===== src/rtl/raster_sched.sv =====
// Command scheduler: FIFO-buffered DRAW/CLEAR/SWAP sequencing, rasterizer handshake,
// framebuffer write-port mux and clear engine. Optional counters under SCHED_STATS_EN.
module raster_sched #(
  parameter int FIFO_DEPTH = 4,
  parameter int FB_WORDS   = 76800
) (
  input  logic         clk,
  input  logic         rst,
  input  logic         cmd_valid,
  output logic         cmd_ready,
  input  logic [1:0]   cmd_op,
  input  logic [229:0] cmd_data,
  output logic [229:0] desc,
  output logic         rast_start,
  input  logic         rast_done,
  input  logic         ras_we,
  input  logic [16:0]  ras_addr,
  input  logic [7:0]   ras_data,
  output logic         fb_we,
  output logic [16:0]  fb_addr,
  output logic [7:0]   fb_data,
  output logic         zclr_we,
  output logic [16:0]  zclr_addr,
  output logic [7:0]   zclr_data,
  input  logic         vsync,
  output logic         front_sel,
  output logic         busy
`ifdef SCHED_STATS_EN
  ,
  output logic [15:0]  tri_count,
  output logic [31:0]  frame_cycles
`endif
);

  localparam int AW = $clog2(FIFO_DEPTH);
  localparam logic [AW:0] PTR_ONE = 1;
  localparam logic [16:0] LAST_ADDR = 17'(FB_WORDS - 1);

  typedef enum logic [2:0] {
    S_IDLE,
    S_DISPATCH,
    S_WAIT_DONE,
    S_CLEAR,
    S_SWAP_WAIT
  } state_t;

  state_t state_q, state_d;

  logic [231:0] mem_q [FIFO_DEPTH];
  logic [AW:0]  wr_ptr_q, wr_ptr_d;
  logic [AW:0]  rd_ptr_q, rd_ptr_d;
  logic [229:0] desc_q, desc_d;
  logic [16:0]  addr_q, addr_d;
  logic [7:0]   color_q, color_d;
  logic         front_sel_q, front_sel_d;

  logic         fifo_empty, fifo_full, push, pop;
  logic [231:0] head;

  assign fifo_empty = (wr_ptr_q == rd_ptr_q);
  assign fifo_full  = (wr_ptr_q[AW] != rd_ptr_q[AW]) &&
                      (wr_ptr_q[AW-1:0] == rd_ptr_q[AW-1:0]);
  assign push = cmd_valid && !fifo_full;
  assign pop  = (state_q == S_IDLE) && !fifo_empty;
  assign head = mem_q[rd_ptr_q[AW-1:0]];

`ifdef SCHED_STATS_EN
  logic [15:0] tri_count_q, tri_count_d;
  logic [31:0] frame_cycles_q, frame_cycles_d;
`endif

  always_ff @(posedge clk) begin
    if (rst) begin
      state_q     <= S_IDLE;
      wr_ptr_q    <= '0;
      rd_ptr_q    <= '0;
      desc_q      <= '0;
      addr_q      <= '0;
      color_q     <= '0;
      front_sel_q <= 1'b0;
`ifdef SCHED_STATS_EN
      tri_count_q    <= '0;
      frame_cycles_q <= '0;
`endif
    end else begin
      state_q     <= state_d;
      wr_ptr_q    <= wr_ptr_d;
      rd_ptr_q    <= rd_ptr_d;
      desc_q      <= desc_d;
      addr_q      <= addr_d;
      color_q     <= color_d;
      front_sel_q <= front_sel_d;
`ifdef SCHED_STATS_EN
      tri_count_q    <= tri_count_d;
      frame_cycles_q <= frame_cycles_d;
`endif
    end
  end

  always_ff @(posedge clk) begin
    if (push) mem_q[wr_ptr_q[AW-1:0]] <= {cmd_op, cmd_data};
  end

  always_comb begin
    state_d     = state_q;
    wr_ptr_d    = push ? wr_ptr_q + PTR_ONE : wr_ptr_q;
    rd_ptr_d    = pop ? rd_ptr_q + PTR_ONE : rd_ptr_q;
    desc_d      = desc_q;
    addr_d      = addr_q;
    color_d     = color_q;
    front_sel_d = front_sel_q;
    case (state_q)
      S_IDLE: begin
        // Reserved op is popped with no state change, which drops it.
        if (pop) begin
          case (head[231:230])
            2'd0: begin
              desc_d  = head[229:0];
              state_d = S_DISPATCH;
            end
            2'd1: begin
              color_d = head[7:0];
              addr_d  = '0;
              state_d = S_CLEAR;
            end
            2'd2:    state_d = S_SWAP_WAIT;
            default: state_d = S_IDLE;
          endcase
        end
      end
      S_DISPATCH:  state_d = S_WAIT_DONE;
      S_WAIT_DONE: if (rast_done) state_d = S_IDLE;
      S_CLEAR: begin
        if (addr_q == LAST_ADDR) state_d = S_IDLE;
        else                     addr_d  = addr_q + 17'd1;
      end
      S_SWAP_WAIT: begin
        if (vsync) begin
          front_sel_d = !front_sel_q;
          state_d     = S_IDLE;
        end
      end
      default: state_d = S_IDLE;
    endcase
  end

`ifdef SCHED_STATS_EN
  always_comb begin
    tri_count_d    = tri_count_q;
    frame_cycles_d = frame_cycles_q;
    if (state_q == S_WAIT_DONE && rast_done) tri_count_d = tri_count_q + 16'd1;
    if (pop && head[231:230] == 2'd1)        tri_count_d = '0;
    if (state_q == S_SWAP_WAIT && vsync)     frame_cycles_d = '0;
    else if (frame_cycles_q != '1)           frame_cycles_d = frame_cycles_q + 32'd1;
  end
  assign tri_count    = tri_count_q;
  assign frame_cycles = frame_cycles_q;
`endif

  always_comb begin
    rast_start = (state_q == S_DISPATCH);
    fb_we      = 1'b0;
    fb_addr    = '0;
    fb_data    = '0;
    zclr_we    = 1'b0;
    zclr_addr  = '0;
    case (state_q)
      S_WAIT_DONE: begin
        fb_we   = ras_we;
        fb_addr = ras_addr;
        fb_data = ras_data;
      end
      S_CLEAR: begin
        fb_we     = 1'b1;
        fb_addr   = addr_q;
        fb_data   = color_q;
        zclr_we   = 1'b1;
        zclr_addr = addr_q;
      end
      default: ;
    endcase
  end

  assign zclr_data = 8'hFF;
  assign cmd_ready = !fifo_full;
  assign busy      = (state_q != S_IDLE) || !fifo_empty;
  assign desc      = desc_q;
  assign front_sel = front_sel_q;

endmodule

===== config.mk =====
export PLATFORM = sky130hd
export DESIGN_NAME = raster_sched
export DESIGN_NICKNAME = d
export VERILOG_FILES = /design/src/rtl/raster_sched.sv
export SDC_FILE = /design/constraint.sdc
export NUM_CORES = 1
export LEC_CHECK = 0
export ABC_CLOCK_PERIOD_IN_PS = 6550
export CAP_MARGIN = 20
export CORE_ASPECT_RATIO = 2
export CORE_UTILIZATION = 45
export CTS_BUF_LIST = sky130_fd_sc_hd__clkbuf_8
export DETAILED_ROUTE_END_ITERATION = 16
export GPL_ROUTABILITY_DRIVEN = 1
export PLACE_DENSITY = 0.7
export SKIP_CTS_REPAIR_TIMING = 1
export SLEW_MARGIN = 20
export SYNTH_ARGS = -nofsm -noshare
export SYNTH_HDL_FRONTEND = slang
export SYNTH_SLANG_ARGS = --single-unit

===== constraint.sdc =====
create_clock -name clk -period 6.55 [get_ports clk]
set_input_delay 0.655 -clock clk [delete_from_list [all_inputs] [get_ports clk]]
set_output_delay 0.655 -clock clk [all_outputs]
set_load 0.02 [all_outputs]

==> results.toml <==
[synthesis]
syn_area_um2 = 43460
yosysSeqAreaShare = 0.7642
synth_area_leaders = "edfxtp_1 (64%), dfxtp_1 (12%), mux4_2 (12%)"
synth_top_cell_by_area = "edfxtp_1"
ys.flop_type = "edfxtp_1"
yosys.area.top_type_share = 0.6412
ys_ff_latch = 1195
synth_cell_types = 44
synth_common_cells = "edfxtp_1 (928), nand2_1 (473), dfxtp_1 (267), mux4_2 (232), a21oi_1 (227)"
synth.avg_cell_area_um2 = 17.55
synth-edff-count = 928
yosys_warnings = 0
synth_most_common_cell = "edfxtp_1"
synthArstFlopShare = 0
synthCells = 2477

[timing]
hold_violations = 0
finalSetupViolCount = 0
fin_ws_ns = 1.997
period_needed_ns = 4.553
slew_headroom = 0.2996
skew_ns = 0.03844
slew_violations = 0
worst_pin_slew_ns = 1.051
rsz0062_at_grt = "no"
fin_tns_setup_ns = 0
whs_ns = 0.2689
fmax_mhz = 219.6
fin_crit_sh = 0.6952

[die]
core_area_um2 = 95290
start_util = 0.4561
die_h_um = 441.5
die_width_um = 221.8
io-pin-count = 549
die_area_um2 = 97900
row_count = 160

[clock_tree]
root_buffer = "clkbuf_8"
cts.sinks = 1195
clkLatencyLatePin_ns = 0.85
htree_levels = 4
clkTransAtPathRegs_ns = 0.06
cts_tree = "yes"
cts_made_buffers = 163
cts_buffer_depth = 3

[setup_path]
critPathKind = "reg2out"
cp.required_ns = 5.89
slowest_stage = "clkinv_1"
critPathMaxStageDelay_ns = 0.85
cp_max_fo = 37
arrival_ns = 3.90
crit_path_start_kind = "flip-flop"
setup.worst_path.end_class = "output port"
path_cells = "nand3b_1, clkinv_1, and2_1, a21o_1, clkdlybuf4s50_1"

[power_and_ir_drop]
swShare = 0.2826
power.density_nw_per_um2 = 356.0
leakagePower_uw = 0.01719
pwr-share-clk = 0.298
switchingPower_uw = 5369
internal_power_uw = 13630
p_seq_frac = 0.484
pwr-share-comb = 0.218
ir_worst_vdd_v = 0.0003208

[route]
viasPerCell = 5.426
drcViolationCount = 0
post_drt_wl_per_cell_um = 23.43
routed_wl_um = 103700
drtPass1Iterations = 6
vias = 24000
drt.antenna.violating_nets = 0
drt_iter0_drc = 1365

[grt]
grt_usage = 0.2136
grt_overflow = 0
antenna_found_initial = 28
grt_max_degree = 176
grt_pass1_vias = 25450
grt_first_pass_wirelength_um = 155900

[finish]
fin_cells = 4424
syn2layout_area_growth_pct = 22.78
nets = 3333
layout-drive-gt1-share = 0.1608

[placement]
place_ws_ns = 2.566
dp_cells = 4113
place_congestion = 0.8334
io_buffers = 540
dp_hpwl_um = 62540

[run_status]
status = "completed"

[worst_hold_path]
min_path_type = "in2reg"

[flow_run]
cap_violations = 0
==> worst paths after layout <==
path	startpoint	to	slack [ns]	depth (start not counted)
setup reg to reg	flip-flop	desc[56]$_SDFFE_PP0P_	2.70	6
hold reg to reg	desc[209]$_SDFFE_PP0P_	desc[209]$_SDFFE_PP0P_	0.45	2
setup / recovery	state_q[2]$_SDFFE_PP0P_	fb_addr[2]	2.00	5
hold / removal	rst	color_q[5]$_SDFFE_PP0P_	0.27	2
==> sequential cells by signal (all words and copies together) (netlist names), named ones only <==
name / flops
front_sel: 1
state_q: 3
addr_q: 17
desc: 230
wr_ptr_q: 3
mem_q: 928
rd_ptr_q: 3
color_q: 8
==> worst max-delay path, delay by kind of cell, from the launching register on <==
| family | cells | cell delay (ns) |
|---|---|---|
| flip-flops | 1 | 0.45 |
| AO/OA/AOI/OAI | 1 | 0.26 |
| AND/OR/NAND/NOR | 2 | 0.93 |
| buffers and inverters | 2 | 1.42 |
==> power by group through the flow <==
stage                     clock [µW]  sequential [µW]  combinational (µW)
after floorplan                    0             9550                2380
after global placement             0             9360                4110
after detailed placement           0             9360                4210
after CTS                       5830             9200                4220
after global routing            6110             9260                4460
final                           5660             9190                4150
==> placed cells by master (no fill, tap or decap), types with 3 or more instances in the layout <==
master             n
bufinv_16         12
xor2_1             5
a21o_1            17
a22o_1             8
diode_2           12
buf_4             13
edfxtp_1         928
inv_1             49
mux2i_1           10
clkbuf_8         170
a21oi_1          227
clkinv_1          30
clkinvlp_4         9
nand2_1          472
and4_1             3
buf_12            12
mux4_2           232
o21ai_0            6
ha_1               6
and2_1            19
nand3_1           10
conb_1             8
nand4_1            5
clkinv_2          28
a311oi_1           5
nor2_1            32
a21oi_2           16
nor3_1             6
xnor2_1            6
and3_1             4
dfxtp_1          265
inv_6              3
a31oi_1            7
and2_4             5
clkdlybuf4s50_1  539
==> layer usage <==
layer | track usage | up-vias | share of wire
li1 | - | 10650 | -
met1 | 0.2445 | 12240 | 0.38
met2 | 0.3620 | 862 | 0.51
met3 | 0.07741 | 210 | 0.086
met4 | 0.08927 | 34 | 0.030
met5 | 0 | - | 0.0022
==> area by class of cell <==
type,instances,area [µm²]
clock buffer,170,2340
tap,1215,1520
inverter,7,26.28
sequential,1195,33220
fill,7474,41930
timing repair buffer,567,5787
multi-input combinational,1130,9527
antenna,12,30.03
clock inverter,128,912.1
==> stage by stage <==
stage                     instance area [µm²]  utilization  total power [µW]
after floorplan                         43490            -             11930
after global placement                  50030       0.5250             13470
after detailed placement                50060       0.5253             13560
after CTS                               53310       0.5594             19250
after global routing                    53350       0.5599             19820
final                                   53360       0.5600             19000
==> cells by family (layout without fill, tap and decap cells) <==
group | Yosys count | after routing | share of synthesized area
mux | 242 | 242 | 0.1225
fa+ha+maj | 6 | 6 | 0.001727
flops | 1195 | 1195 | 0.7642
other cells | 1 | 20 | 0.00008628
compound gates | 295 | 295 | 0.03866
xor+xnor | 11 | 11 | 0.002217
simple gates | 568 | 568 | 0.05291
buf+inv | 159 | 872 | 0.01770
Power figures use the tool's default switching activity.
==> edit 1, RTL diff (config.mk and constraints unchanged) <==
The option `SCHED_STATS_EN` is turned on by a define.
--- a/src/rtl/raster_sched.sv
+++ b/src/rtl/raster_sched.sv
@@ -1,4 +1,6 @@
 // Command scheduler: FIFO-buffered DRAW/CLEAR/SWAP sequencing, rasterizer handshake,
 // framebuffer write-port mux and clear engine. Optional counters under SCHED_STATS_EN.
+`define SCHED_STATS_EN
+
 module raster_sched #(
   parameter int FIFO_DEPTH = 4,
Formal check against the unedited RTL (old outputs only; new: frame_cycles and tri_count): no difference found for any inputs over 4 cycles, from zero or initial values and one cycle with rst high; that may be too few to reach the edited logic, so the function may still have changed.
==> edit 1 against the original RTL <==
  * Synthesized area increased by 5.6%
  * Maximum frequency increased by 9.4%
  * Final cell count increased by 10%
  * Sequential cell count increased by 48
  * First-iteration DRC count increased by 0.22%
  * Power increased by 1.2%
  * Wire length increased by 4.0%
  * Register-to-register slack improved by 0.38 ns
  * Worst setup slack improved by 0.39 ns
  * Design area increased by 5.6%
  * Critical path type unchanged
  * Critical endpoint is now fb_data[3]
  * Largest cell class unchanged
==> edit 1: results (changes against the original RTL) <==
drt:
  wl_per_cell_um: 22.1  # was 23.4 µm
  drt-initial-drc-count: 1368  # was 1365
  dr.pass1.iters: 7  # was 6
layout:
  drive_above_1_share: 0.147  # was 0.161
  fillers: 8013  # was 7474
  stdcell_count: 4875  # was 4424
  final_nets: 3664  # was 3333
worst_setup_path:
  crit_fanout: 28  # was 37
  worst-r2r-setup-slack_ns: 3.08  # was 2.70 ns
  cp_data_arrival_time_ns: 3.51  # was 3.90 ns
placement:
  io_buffers: 588  # was 540
  placed_cell_area_um2: 53100  # was 50100 µm²
  dp_cells: 4560  # was 4113
  place_ws_ns: 2.84  # was 2.57 ns
  dp_hpwl_um: 65900  # was 62500 µm
  place_congestion: 0.928  # was 0.833
clock_network:
  worst_skew_pair.late_latency_ns: 0.83  # was 0.85 ns
  htree_levels: 4  # unchanged
logic_synthesis:
  synth_compound_area_frac: 0.0418  # was 0.0387
  yosysUniqueCellTypes: 67  # was 44
  synthCells: 2758  # was 2477
  synth_mux_area_frac: 0.117  # was 0.123
  synthXorXnorAreaFrac: 0.00611  # was 0.00222
  synth_area_leaders: "edfxtp_1, dfxtp_1, mux4_2"  # unchanged
  yosys.area_share.adder: 0.00218  # was 0.00173
  ys_seq_area_frac: 0.745  # was 0.764
  synth_common_cells: "edfxtp_1, nand2_1, dfxtp_1, a21oi_1, mux4_2"  # was edfxtp_1, nand2_1, dfxtp_1, mux4_2, a21oi_1
global_routing:
  grtUsageTotal: 0.209  # was 0.214
  grt_max_degree: 136  # was 176
  grt_pass1_vias: 27000  # was 25500
  antenna_found_initial: 17  # was 28
  grt_pass1_wl_um: 162000  # was 156000 µm
pwr:
  power_leakage_nw: 18.3  # was 17.2 nW
  ir_drop_mv: 0.259  # was 0.321 mV
sta:
  setup_slack_ns: 2.39  # was 2.00 ns
  clock_skew_ns: 0.0448  # was 0.0384 ns
  tightest_slew_ns: 0.999  # was 1.05 ns
  hold_ws_ns: 0.285  # was 0.269 ns
status:
  outcome: "finished, final reports clean"  # unchanged
## edit 1: final timing paths
kind / from / to / cells after the start
min: rst / front_sel$_SDFFE_PP0P_ / 2
max reg2reg: flip-flop / desc[103]$_SDFFE_PP0P_ / 6
min reg2reg: desc[223]$_SDFFE_PP0P_ / desc[223]$_SDFFE_PP0P_ / 2
max: state_q[0]$_SDFFE_PP0P_ / fb_data[3] / 4
## edit 1: area by class of cell
| class | instances | area, µm² | area share |
|---|---|---|---|
| Tap cell | 1336 | 1670 | 0.0297 |
| Clock buffer | 187 | 2570 | 0.0457 |
| Timing Repair Buffer | 619 | 6250 | 0.111 |
| Antenna cell | 6 | 15.0 | 0.000266 |
| Clock inverter | 122 | 684 | 0.0121 |
| Inverter | 9 | 33.8 | 0.000600 |
| Sequential cell | 1243 | 34200 | 0.607 |
| Multi-Input combinational cell | 1353 | 10900 | 0.194 |
## edit 1: routing by layer
layer,up-vias,global-route usage,wire length (µm)
met3,231,0.0718,8540
met1,13100,0.237,40400
met2,873,0.357,54800
met4,22,0.0917,3940
met5,-,0,167
li1,11800,-,-
## edit 1: cells by family after synthesis
group / after synthesis
fa+ha+maj: 8
simple gates: 722
flops: 1243
compound gates: 339
buf+inv: 169
xor+xnor: 32
other cells: 1
mux: 244
## edit 1: critical path, cell delays in order (launching register included)
cell	delay (ns)
dfxtp_1	0.51
nand3b_1	0.44
inv_1	0.69
a22o_1	0.39
clkdlybuf4s50_1	0.65
## edit 1: report_power, final
| part | switching (mW) | internal, mW |
|---|---|---|
| Sequential | 0.319 | 9.12 |
| Combinational | 2.24 | 1.87 |
| Clock | 2.81 | 2.86 |
| Total | 5.37 | 13.9 |
==> edit 2, RTL diff (same settings) <==
Made on the original files. Encoding of `state_t`: now one-hot (5 bits for 5 states).
--- a/src/rtl/raster_sched.sv
+++ b/src/rtl/raster_sched.sv
@@ -37,10 +37,10 @@
   localparam logic [16:0] LAST_ADDR = 17'(FB_WORDS - 1);
 
-  typedef enum logic [2:0] {
-    S_IDLE,
-    S_DISPATCH,
-    S_WAIT_DONE,
-    S_CLEAR,
-    S_SWAP_WAIT
+  typedef enum logic [4:0] {
+    S_IDLE      = 5'b00001,
+    S_DISPATCH  = 5'b00010,
+    S_WAIT_DONE = 5'b00100,
+    S_CLEAR     = 5'b01000,
+    S_SWAP_WAIT = 5'b10000
   } state_t;
 
Function: no difference found for any inputs over 4 cycles, from zero or initial values and one cycle with rst high; so few cycles prove little.
==> edit 2 against the original RTL <==
  * Sequential cell count rose by 2
  * Design area barely moved
  * Power decreased by 1.6%
  * Critical endpoint is now fb_data[6]
  * Synthesized area is 0.23% higher
  * Worst setup slack improved by 0.20 ns
  * Non-clock buffer count rose by 1
  * Global-route usage fell by 0.39 points
  * Wire length fell by 2.1%
==> edit 2: results (changes against the original RTL) <==
worst_setup_path:
  reg2reg_depth: 7  # was 6
  startpoint: "state_q[1]$_SDFFE_PP0P_"  # was state_q[2]$_SDFFE_PP0P_
  regToRegEndpoint: "addr_q[14]$_SDFFE_PP0P_"  # was desc[56]$_SDFFE_PP0P_
  crit_fanout: 28  # was 37
  crit_end: "fb_data[6]"  # was fb_addr[2]
  cp_data_arrival_time_ns: 3.70  # was 3.90 ns
  worst-r2r-setup-slack_ns: 2.99  # was 2.70 ns
placement:
  dp_cells: 4152  # was 4113
  placed_cell_area_um2: 50100  # about the same
  io_buffers: 540  # unchanged
  place_ws_ns: 2.86  # was 2.57 ns
  dp_hpwl_um: 60400  # was 62500 µm
  place_congestion: 0.857  # was 0.833
global_routing:
  grt_pass1_vias: 26000  # was 25500
  grtUsageTotal: 0.210  # was 0.214
  grt_max_degree: 177  # was 176
  antenna_found_initial: 18  # was 28
  grt_pass1_wl_um: 155000  # was 156000 µm
logic_synthesis:
  ys_warn_count: 0  # unchanged
  synth_edf_count: 928  # unchanged
  synth_flop_cell: "edfxtp_1"  # unchanged
  synthCells: 2507  # was 2477
  async_flop_share: 0  # unchanged
  synth_common_cells: "edfxtp_1, nand2_1, dfxtp_1, a21oi_1, mux4_2"  # was edfxtp_1, nand2_1, dfxtp_1, mux4_2, a21oi_1
  synth_area_leaders: "edfxtp_1, dfxtp_1, mux4_2"  # unchanged
  yosysUniqueCellTypes: 52  # was 44
  ys_seq_area_frac: 0.763  # was 0.764
clock_network:
  htree_levels: 4  # unchanged
layout:
  drive_above_1_share: 0.156  # was 0.161
  final_nets: 3364  # was 3333
sta:
  clock_skew_ns: 0.0410  # was 0.0384 ns
  maxSlewHeadroom: 0.288  # was 0.300
  max_freq_mhz: 230  # was 220 MHz
pwr:
  ir_drop_mv: 0.339  # was 0.321 mV
  power_leakage_nw: 17.2  # about the same
worst_hold_path:
  hp-class: "input port to flip-flop"  # unchanged
drt:
  ant_nets: 0  # unchanged
  wl_per_cell_um: 22.7  # was 23.4 µm
  drt-initial-drc-count: 1389  # was 1365
  wl_um: 101000  # was 104000 µm
  dr.pass1.iters: 9  # was 6
  vias_per_cell: 5.42  # was 5.43
status:
  outcome: "finished, final reports clean"  # unchanged
## edit 2: cells by family (layout without fill, tap and decap cells)
kind of cell,count (synthesis),count (layout),synth area share
AND/OR/NAND/NOR,593,593,0.0553
flip-flops,1197,1197,0.763
XOR/XNOR,9,9,0.00181
multiplexers,234,234,0.120
other,1,18,0.0000861
AO/OA/AOI/OAI,303,303,0.0381
adder cells (fa/ha/maj),6,6,0.00172
buffers and inverters,164,884,0.0192
## edit 2: critical path: stages, from the launching register on
cell,delay (ns)
dfxtp_1,0.42
nor4_1,0.09
buf_4,0.18
nand2_1,0.34
clkinv_1,0.78
a22o_1,0.50
clkdlybuf4s50_1,0.54
## edit 2: final cells by class
type                       instances  area [µm²]
antenna                           10        25.0
clock buffer                     183        2520
clock inverter                   121         714
fill                            7558       42700
inverter                          12        45.0
multi-input combinational       1153        9520
sequential                      1197       33300
tap                             1222        1530
timing repair buffer             568        5730
## edit 2: worst min path at each step
stage | to | slack, ns | depth (start not counted)
final | desc[9]$_SDFFE_PP0P_ | 0.31 | 2
after global routing | desc[9]$_SDFFE_PP0P_ | 0.28 | 2
after CTS | desc[9]$_SDFFE_PP0P_ | 0.22 | 2
after detailed placement | desc[179]$_SDFFE_PP0P_ | 0.45 | 2
after global placement | desc[109]$_SDFFE_PP0P_ | 0.44 | 2
after floorplan | color_q[0]$_SDFFE_PP0P_ | 0.44 | 2
## edit 2: metal layers
metal	vias to the layer above	wire length [µm]	GRT usage
met4	12	3250	0.0868
li1	10800	-	-
met1	12300	36600	0.233
met5	-	74	0
met2	962	53200	0.368
met3	215	8310	0.0681
## edit 2: where the power goes
group          switching, mW  internal (mW)
clock network           2.74           2.79
registers              0.369           8.85
logic                   2.14           1.79
total                   5.25           13.4
